==> src/rtl/fetch_stage_pkg.sv <==
// Shared fetch-stage definitions: word size, PC step, FSM state encoding, reset PC.
`ifndef WORD_SIZE
`define WORD_SIZE 32
`endif
`ifndef PC_INCREMENT
`define PC_INCREMENT 4
`endif

package fetch_stage_pkg;

    // PC of the first fetch after reset
    localparam logic [31:0] DEFAULT_RESET_PC = 32'h0000_1000;

    // REQ: nothing outstanding, WAIT: outstanding and kept, DROP: outstanding and discarded
    typedef enum logic [1:0] {
        FS_REQ  = 2'd0,
        FS_WAIT = 2'd1,
        FS_DROP = 2'd2
    } fetch_state_t;

endpackage

==> src/rtl/fetch_buffer.sv <==
// Two-entry FIFO holding {pc, instr} pairs between the icache and the decoder.
module fetch_buffer #(
    parameter int unsigned WIDTH = 64
) (
    input  logic             clk,
    input  logic             rst_n,
    input  logic             push,
    input  logic             pop,
    input  logic             flush,
    input  logic [WIDTH-1:0] din,
    output logic [WIDTH-1:0] dout,
    output logic [1:0]       count
);

    logic [1:0][WIDTH-1:0] mem;
    logic                  wr_ptr;
    logic                  rd_ptr;

    assign dout = mem[rd_ptr];

    // Storage, pointers and occupancy; flush wins over push/pop
    always_ff @(posedge clk or negedge rst_n) begin
        if (!rst_n) begin
            mem    <= '0;
            wr_ptr <= 1'b0;
            rd_ptr <= 1'b0;
            count  <= 2'd0;
        end else if (flush) begin
            wr_ptr <= 1'b0;
            rd_ptr <= 1'b0;
            count  <= 2'd0;
        end else begin
            if (push) begin
                mem[wr_ptr] <= din;
                wr_ptr      <= ~wr_ptr;
            end
            if (pop) begin
                rd_ptr <= ~rd_ptr;
            end
            unique case ({push, pop})
                2'b10:   count <= count + 2'd1;
                2'b01:   count <= count - 2'd1;
                default: ;
            endcase
        end
    end

endmodule

==> src/rtl/fetch_stage.sv <==
// Instruction fetch: PC register, single-outstanding icache FSM, 2-entry output buffer.
module fetch_stage
    import fetch_stage_pkg::*;
#(
    parameter int unsigned           INSTR_SIZE = `WORD_SIZE,
    parameter logic [INSTR_SIZE-1:0] RESET_PC   = INSTR_SIZE'(DEFAULT_RESET_PC)
) (
    input  logic                  clk,
    input  logic                  rst_n,
    output logic                  icache_req_valid,
    output logic [INSTR_SIZE-1:0] icache_req_addr,
    input  logic                  icache_req_ready,
    input  logic                  icache_resp_valid,
    input  logic [INSTR_SIZE-1:0] icache_resp_instr,
    input  logic                  redirect_valid,
    input  logic [INSTR_SIZE-1:0] redirect_pc,
    output logic                  instr_valid,
    output logic [INSTR_SIZE-1:0] instr,
    output logic [INSTR_SIZE-1:0] instr_pc,
    input  logic                  decode_ready
);

    localparam logic [INSTR_SIZE-1:0] PC_INC = INSTR_SIZE'(`PC_INCREMENT);

    fetch_state_t            state;
    logic [INSTR_SIZE-1:0]   pc;
    logic [INSTR_SIZE-1:0]   req_pc;
    logic [INSTR_SIZE-1:0]   redirect_tgt;
    logic [1:0]              count;
    logic [2*INSTR_SIZE-1:0] head;
    logic                    req_fire;
    logic                    resp_push;
    logic                    pop;
    logic                    redirect_lsb_unused;

    // Low address bits of the redirect target are dropped to keep fetches word aligned
    assign redirect_tgt        = {redirect_pc[INSTR_SIZE-1:2], 2'b00};
    assign redirect_lsb_unused = ^redirect_pc[1:0];

    // A request is only issued with a free slot, so the response always has room
    assign icache_req_valid = rst_n && (state == FS_REQ) && (count != 2'd2);
    assign icache_req_addr  = rst_n ? pc : '0;
    assign req_fire         = icache_req_valid && icache_req_ready;

    // A redirect kills the response arriving with it and any pop in that cycle
    assign resp_push = (state == FS_WAIT) && icache_resp_valid && !redirect_valid;
    assign pop       = instr_valid && decode_ready && !redirect_valid;

    assign instr_valid        = (count != 2'd0);
    assign {instr_pc, instr}  = head;

    // Fetch FSM and PC; redirect overrides the sequential PC step
    always_ff @(posedge clk or negedge rst_n) begin
        if (!rst_n) begin
            state  <= FS_REQ;
            pc     <= RESET_PC;
            req_pc <= RESET_PC;
        end else begin
            if (req_fire) begin
                req_pc <= pc;
            end
            if (redirect_valid) begin
                pc <= redirect_tgt;
            end else if (req_fire) begin
                pc <= pc + PC_INC;
            end
            unique case (state)
                FS_REQ: begin
                    if (req_fire) begin
                        state <= redirect_valid ? FS_DROP : FS_WAIT;
                    end
                end
                FS_WAIT: begin
                    if (icache_resp_valid) begin
                        state <= FS_REQ;
                    end else if (redirect_valid) begin
                        state <= FS_DROP;
                    end
                end
                FS_DROP: begin
                    if (icache_resp_valid) begin
                        state <= FS_REQ;
                    end
                end
                default: state <= FS_REQ;
            endcase
        end
    end

    fetch_buffer #(
        .WIDTH (2*INSTR_SIZE)
    ) u_buf (
        .clk   (clk),
        .rst_n (rst_n),
        .push  (resp_push),
        .pop   (pop),
        .flush (redirect_valid),
        .din   ({req_pc, icache_resp_instr}),
        .dout  (head),
        .count (count)
    );

endmodule

==> config.mk <==
export PLATFORM = sky130hd
export DESIGN_NAME = fetch_stage
export DESIGN_NICKNAME = d
export VERILOG_FILES = /design/src/rtl/fetch_stage_pkg.sv /design/src/rtl/fetch_buffer.sv /design/src/rtl/fetch_stage.sv
export SDC_FILE = /design/constraint.sdc
export NUM_CORES = 1
export LEC_CHECK = 0
export ABC_AREA = 1
export BUFFER_PORTS_ARGS = -buffer_cell sky130_fd_sc_hd__buf_2
export CAP_MARGIN = 20
export CORE_MARGIN = 5
export CORE_UTILIZATION = 30
export DETAILED_ROUTE_END_ITERATION = 10
export SETUP_SLACK_MARGIN = 0.15
export SYNTH_ARGS = -nofsm -noshare
export SYNTH_HDL_FRONTEND = slang
export SYNTH_SLANG_ARGS = --single-unit
export TNS_END_PERCENT = 100
==> constraint.sdc <==
create_clock -name clk -period 1.8 [get_ports clk]
set_input_delay 0 -clock clk [delete_from_list [all_inputs] [get_ports clk]]
set_output_delay 0 -clock clk [all_outputs]
set_load 0.005 [all_outputs]
After elaboration in Yosys (flattened, before gate mapping)
Index checks and enable logic that the tools add are counted.
{"block": "totals", "ff_bits": 198, "input_bits": 70}
{"block": "classes", "addsub": 3, "magnitude_cmp": 3, "n_eq_ne": 8, "muxes": 20, "bitwise_logic": 3, "n_reduce_logical": 17}
{"op": "two-way mux 64 bit", "count": 3}
{"op": "bitwise mux 128 bit", "count": 1}
{"op": "two-way mux 32 bit", "count": 3}
{"op": "demux 64 bit (select 1 bit)", "count": 1}
{"op": "adder 32 x 3 -> 32 bit, second input constant", "count": 1}
{"op": "two-way mux 2 bit", "count": 6}
{"op": "logical AND 1 bit", "count": 8}
{"op": "nonzero test 2 bit", "count": 4}
{"op": "!= test 2 bit, second input constant", "count": 3}
{"op": "case mux 2 bit (3 select lines)", "count": 1}
{"op": "equality test 2 x 1 -> 1 bit, second input constant", "count": 2}
{"op": "equality test 2 bit, second input constant", "count": 2}
{"op": "less-than comparator 1 x 2 -> 1 bit, second input constant", "count": 2}
{"op": "two-way mux 1 bit", "count": 4}
{"op": "case mux 2 bit (2 select lines)", "count": 1}
{"op": "!= test 3 bit, second input constant", "count": 1}
{"op": "inverter 1 bit", "count": 3}
{"op": "AND reduction 3 bit", "count": 1}
{"op": "nonzero test 3 bit", "count": 1}
{"op": "adder 2 x 1 -> 2 bit, second input constant", "count": 1}
{"op": "zero test 2 bit", "count": 1}
{"op": "AND reduction 2 bit", "count": 1}
{"op": "subtractor 2 x 1 -> 2 bit, second input constant", "count": 1}
{"op": "greater-or-equal comparator 1 bit, second input constant", "count": 1}
{"op": "zero test 1 bit", "count": 1}

Logic depth before layout (Yosys ltp)
Gate-level depths: netlist of run 1.
{"block": "depth", "depth_word": 6, "mapped_depth": 9}

Modules after synthesis
Synthesis of run 1 repeated with hierarchy kept, for this count alone.
{"block": "unflattened", "hier_cells": 1132, "area_unflattened_um2": 9464.1}
{"mod": "fetch_buffer", "n_inst": 1, "cells_per_inst": 579, "area_each_um2": 5755.5}
{"mod": "fetch_stage", "n_inst": 1, "cells_per_inst": 553, "area_each_um2": 3708.6}

Worst setup path after synthesis of run 1
No wires, ideal clock.
{"block": "synth_path", "kind": "register to register", "start": "reg pc[3]", "end": "reg pc[26]", "setup_time_ps": 117, "arrival_ps": 1291, "t_required_ps": 1683, "slack_ps": 391, "path_stages_with_launch": 9, "period_less_slack_ps": 1409, "cell_sequence": "dfrtp_1 -> ha_1 -> nand2_1 -> nor2_1 -> nand2_1 -> nor2_2 -> nand3_1 -> nand3_1 -> nand2_1"}
{"block": "synth_via", "elab_chain_cells": 3}
{"item": "start, declared", "line_no": "fetch_stage.sv:26", "text": "logic [INSTR_SIZE-1:0] pc;"}
{"item": "start signal, assigned", "line_no": "fetch_stage.sv:63", "text": "pc <= redirect_tgt;"}
{"item": "start signal, assigned", "line_no": "fetch_stage.sv:65", "text": "pc <= pc + PC_INC;"}
{"item": "adder 32 x 3 -> 32 bit", "line_no": "fetch_stage.sv:65"}
{"item": "two-way mux 32 bit", "line_no": "fetch_stage.sv:64", "text": "end else if (req_fire) begin"}
{"item": "two-way mux 32 bit", "line_no": "fetch_stage.sv:62", "text": "if (redirect_valid) begin"}
No other way between the ends. The select of a mux whose other input is x is not followed.
A chain may end at the register's enable or synchronous reset.

Worst setup path in the final report of run 1
{"block": "layout_path", "start": "reg pc[4]", "end": "reg pc[27]"}
The elaborated chain is that of the path after synthesis.

==> metrics, run 1 <==
FF+latch count, synth 190; first-pass GRT wire length 41.41 mm; die height 185.7 µm; final setup fails 0; worst slack at placement 0.09926 ns; layout cells sized above 1 0.1678; Met2 Wirelength 11.75 mm; hold_sp redirect_valid; Leak Pwr 6.284 nW; Yosys Warn Count 0; power share of the combinational group 0.275; pwr/cell area 1140 nW/µm²; Peak VDD IR 747.2 µV; sequential area share after synthesis 0.5134; synth-to-layout area growth 27.36%; critical path's slowest cell dfrtp_1; worst stage delay on the critical path 0.47 ns; CTS tree done; GRT Util Overall 0.1489; unrepaired setup endpoints after global routing true; beginning of the critical path pc[4]; max_cap viols 0; Yosys cell types 29; post-route ant nets 0; post-route clock period utilization 0.8864; DR iter-0 viols 520; most common cell after layout, fill and taps aside nand2_1; TritonCTS Buffers 17; I/O Buffers 161; clock sink count 190; Vias/cell 4.425; final setup TNS 0 ns; Int Power 0.008877 W; Ports 168; Reg area 4758 µm²; Mean Syn Cell Area 7.466 µm²; initial antenna violation count 1; CP Max Fanout 7; Critical Path RT 2.12 ns; pin count of the biggest net entering global routing 95; critical path launch point type flop; most frequent cells in the layout nand2_1, dfrtp_1, buf_2; worst r2r src pc[4]; gp weighted congestion 0.8808; Worst-path clk slew 0.07 ns; sequential power share 0.454; layout net count 1,524; area leader, netlist dfrtp_1; Worst-Skew Late Latency 0.43 ns; fill cell count 3,136; HPWL after detailed placement 17.47 mm; FMAX 626.8 MHz; Clock Power Share 0.271; vias 8,244; final number of max-transition violations 0; Wirelength per Cell 13.69 µm; Initial Util 0.3037; Met1 Routed Length 12.10 mm; Synth area leaders dfrtp_1, nand2_1, o21ai_0; Tmin final 1.595 ns; Worst Setup End Kind flop; status complete, no violations; share of the synthesized area in the top cell type 0.5078; Chip Width 185.7 µm; std cell rows 64; Hold WC Path Type input pin to flop; crit path DAT 1.91 ns; most used cell, CP nand2_1; DRC 0; vias in the first global route 7,866; Crit Path Class flop to flop; Max Used Layer met4; Multi-input gate area 3636 µm²; Final Hold Viols 0; CP Cell Sequence nand2_1, nor2_2, nand2_1, nor2_1, nand3_1, nand3_1, nand2_1; first drt pass iteration count 5; Total Wirelength 25.51 mm; Mapped Area 9265 µm²; # H-tree levels 4; Clock Root Buffer clkbuf_16; Net Sw Frac 0.3399; Overflow after GRT 0; met3 WL 1.222 mm; worst clock skew 0.01102 ns; Final WS setup 0.2045 ns; Synth Instances 1,241; crit path buf inv count 0; core area 30,510 µm²; crit-path leading delay family simple AND/OR/NAND/NOR gates; clock tree buffer depth 2; die area 34,500 µm²; sw power 0.004571 W
routing by layer:
layer	vias to the layer above	GRT usage
met2	199	0.2380
met5	-	0
met1	3767	0.2089
met4	0	0.04051
li1	4249	-
met3	29	0.02658
layout make-up:
| cell class | instances | area share |
|---|---|---|
| Inverter | 152 | 0.04835 |
| Sequential cell | 190 | 0.4032 |
| Antenna cell | 1 | 0.0002121 |
| Timing Repair Buffer | 253 | 0.1509 |
| Clock buffer | 19 | 0.03754 |
| Tap cell | 396 | 0.04199 |
| Clock inverter | 13 | 0.009649 |
| Multi-Input combinational cell | 839 | 0.3081 |
Yosys cell counts (all sizes together):
master and count:
conb 1, nor2 51, o21ai 184, and3 1
nand3 63, ha 1, dfrtp 188, buf 27
o32ai 1, xnor2 1, dfstp 2, clkbuf 37
inv 152, nand4 3, or2 1, o211ai 5
xor2 2, a21oi 2, and2 1, nand2 518
power groups by stage:
stage / clock [W] / sequential [W] / combinational, W
3_3_place_gp: 0 / 0.00615 / 0.00347
3_5_place_dp: 0 / 0.00618 / 0.00354
4_1_cts: 0.00378 / 0.00610 / 0.00369
6_report: 0.00364 / 0.00611 / 0.00370
2_1_floorplan: 0 / 0.00595 / 0.00217
5_1_grt: 0.00396 / 0.00626 / 0.00431
path summary, 6_finish.rpt:
check                      cells past startpoint  slack [ns]        endpoint
setup / recovery                               7        0.20          pc[27]
setup reg to reg                               7        0.20          pc[27]
min in group asynchronous                      3        0.19  u_buf.mem[102]
max in group asynchronous                      4        0.89   u_buf.mem[54]
hold / removal                                 4        0.03          pc[12]
hold reg to reg                                2        0.48  u_buf.mem[112]
flip-flops by register name, indices dropped and copies added, names as in the netlist:
register      cells
state             2
req_pc           30
u_buf.count       2
u_buf.rd_ptr      1
u_buf.mem       124
u_buf.wr_ptr      1
pc               30
metrics by stage:
step                hold slack (ns)  instance area (µm²)    util  std cells  total power [W]
floorplan                   -0.2956                 9276       -       1244         0.008118
global placement            0.08956                10440  0.3423       1758         0.009615
detailed placement          0.08306                10440  0.3423       1758         0.009718
CTS                         0.03001                11680  0.3828       1856          0.01357
global route                0.08234                11800  0.3868       1863          0.01453
finish                      0.03452                11800  0.3868       1863          0.01345
logic make-up (layout without fill, tap and decap cells):
| group | count (synthesis) | in the layout | synth area share |
|---|---|---|---|
| compound gates | 192 | 192 | 0.1067 |
| xor+xnor | 3 | 3 | 0.002836 |
| fa+ha+maj | 1 | 1 | 0.001350 |
| buf+inv | 216 | 437 | 0.1025 |
| flops | 190 | 190 | 0.5134 |
| other cells | 1 | 5 | 0.0004047 |
| simple gates | 638 | 639 | 0.2728 |
worst register-to-register path, stage by stage, from the launching register on:
cell     delay, ns
dfrtp_1       0.47
nand2_1       0.09
nor2_2        0.15
nand2_1       0.16
nor2_1        0.35
nand3_1       0.12
nand3_1       0.09
nand2_1       0.05
repair_timing:
action | 4_1_cts | 5_1_grt
resized for setup | 5 | 23
setup buffers | 0 | 5
setup endpoints to repair | 58 | 134
pin swaps | 1 | 1
hold buffers | 65 | 0
endpoints found under the hold margin | 189 | 0
cloned | 1 | 1
Power figures use the tool's default switching activity.
==> run 2, diff against run 1 <==
==> constraint.sdc (replaced) <==
create_clock -name clk -period 1.8 [get_ports clk]
set_input_delay 0.36 -clock clk [delete_from_list [all_inputs] [get_ports clk]]
set_output_delay 0.36 -clock clk [all_outputs]
set_load 0.005 [all_outputs]
==> metrics, run 2 (synthesis results as in run 1) <==
Worst-Skew Late Latency 0.44 ns; Final Hold Viols 0; die area 34,500 µm²; fill cell count 3,189; Total Wirelength 26.25 mm; dpl cells 1,764; crit path DAT 1.50 ns; Worst-path clk slew 0.08 ns; max reg flops 124; post-route clock period utilization 1.033; Reg2Reg Depth 8; most frequent cells in the layout nand2_1, dfrtp_1, o21ai_0; final setup fails 48; clock sink count 190; relative max-transition margin 0.5382; Vias/cell 4.479; TritonCTS Buffers 17; CP Capture Point instr[13]; FMAX 537.7 MHz; Leak Pwr 6.269 nW; die height 185.7 µm; Hold WC Path Type input pin to asynchronous set/reset pin; pin count of the biggest net entering global routing 126; DR iter-0 viols 702; FF-to-FF setup slack 0.23 ns; CP Max Fanout 5; status complete, but fails checks; critical path launch point type flop; final setup TNS -1.135 ns; Slew @ Worst Pin 0.6928 ns; failing checks setup timing; Clock Root Buffer clkbuf_16; final non-filler cell total 1,829; biggest regs u_buf.mem: 124 flops, pc: 30 flops, req_pc: 30 flops; Tmin final 1.860 ns; final instance area 11,710 µm²; Peak VDD IR 741.3 µV; Fin Hold WS 0.03241 ns; beginning of the critical path u_buf.rd_ptr; vias 8,192; GRT Util Overall 0.1498; Chip Width 185.7 µm; # diodes 0; gp weighted congestion 0.8815; first drt pass iteration count 5; pwr/cell area 1199 nW/µm²; initial antenna violation count 1; post-route ant nets 0; Top reg by flops u_buf.mem; Final WS setup -0.05968 ns; reg2reg end pc[13]; final number of max-transition violations 0; std cell rows 64; Overflow after GRT 0; Worst Setup End Kind primary output; Initial Util 0.3037; worst r2r src pc[3]; Ports 168; Cell Area, Placed 10,500 µm²; DRC 0; layout cells sized above 1 0.2003; # H-tree levels 4; clock tree buffer depth 2; worst clock skew 0.01220 ns; I/O Buffers 161; unrepaired setup endpoints after global routing true; Critical Path RT 1.44 ns; first-pass GRT wire length 41.37 mm; CTS tree done; most common cell after layout, fill and taps aside nand2_1; layout net count 1,491; Wirelength per Cell 14.35 µm; HPWL after detailed placement 17.43 mm; Crit Path Class flop to primary output; core area 30,510 µm²; max_cap viols 0; vias in the first global route 7,884; worst slack at placement 0.1413 ns; synth-to-layout area growth 26.41%
run 2: changes by cell type in the layout (fill, tap and decap cells not counted), sizes merged:
cell	delta
buf	+26
bufinv	+1
clkbuf	+3
clkinv	-4
clkinvlp	-1
diode	-1
dlygate4sd3	-62
inv	+3
nor2	+1
run 2: critical path, stage by stage (launching register included):
cell and delay [ns]:
dfrtp_2 0.44, inv_6 0.08, buf_8 0.13, buf_12 0.11, buf_16 0.10, nand2_1 0.05, nand2_1 0.05, buf_2 0.10
run 2: per-stage QoR:
step | util | total power (W)
2_1_floorplan | - | 0.008118
3_3_place_gp | 0.3442 | 0.009658
3_5_place_dp | 0.3442 | 0.009758
4_1_cts | 0.3750 | 0.01405
5_1_grt | 0.3839 | 0.01511
6_report | 0.3839 | 0.01404
run 2: power breakdown:
part | total (W) | internal, W | leakage [nW] | switching [W]
Sequential | 0.00609 | 0.00538 | 2.49 | 0.000709
Clock | 0.00386 | 0.00213 | 0.289 | 0.00173
Combinational | 0.00409 | 0.00183 | 3.49 | 0.00227
run 2: cell type report:
cell class	count	area, µm²	share of cell area
Clock buffer	20	446.7	0.03814
Tap cell	396	495.5	0.04230
Sequential cell	190	4760	0.4064
Inverter	152	575.6	0.04914
Multi-Input combinational cell	840	3682	0.3144
Timing Repair Buffer	219	1604	0.1370
Clock inverter	12	148.9	0.01271
run 2: worst min-delay path by stage:
stage	cells past startpoint	endpoint	slack, ns
global route	2	pc[31]	0.02
detailed placement	1	pc[2]	0.23
floorplan	0	pc[10]	0.06
finish	2	pc[31]	0.03
global placement	1	pc[2]	0.23
CTS	2	pc[31]	0.005
run 2: what timing repair did:
| action | in CTS | in global routing |
|---|---|---|
| buffers inserted | 13 | 8 |
| resized for setup | 21 | 34 |
| hold endpoints to repair | 19 | 0 |
| endpoints found under the setup margin | 67 | 132 |
| gates cloned | 5 | 4 |
| pin swaps | 1 | 4 |
| hold buffers | 3 | 0 |
run 2: layer usage:
metal,share of wire,vias up,track usage
met5,0.00076,-,0
met4,0.014,2,0.03614
met2,0.47,236,0.2470
li1,-,4192,-
met1,0.46,3733,0.2037
met3,0.060,29,0.03010
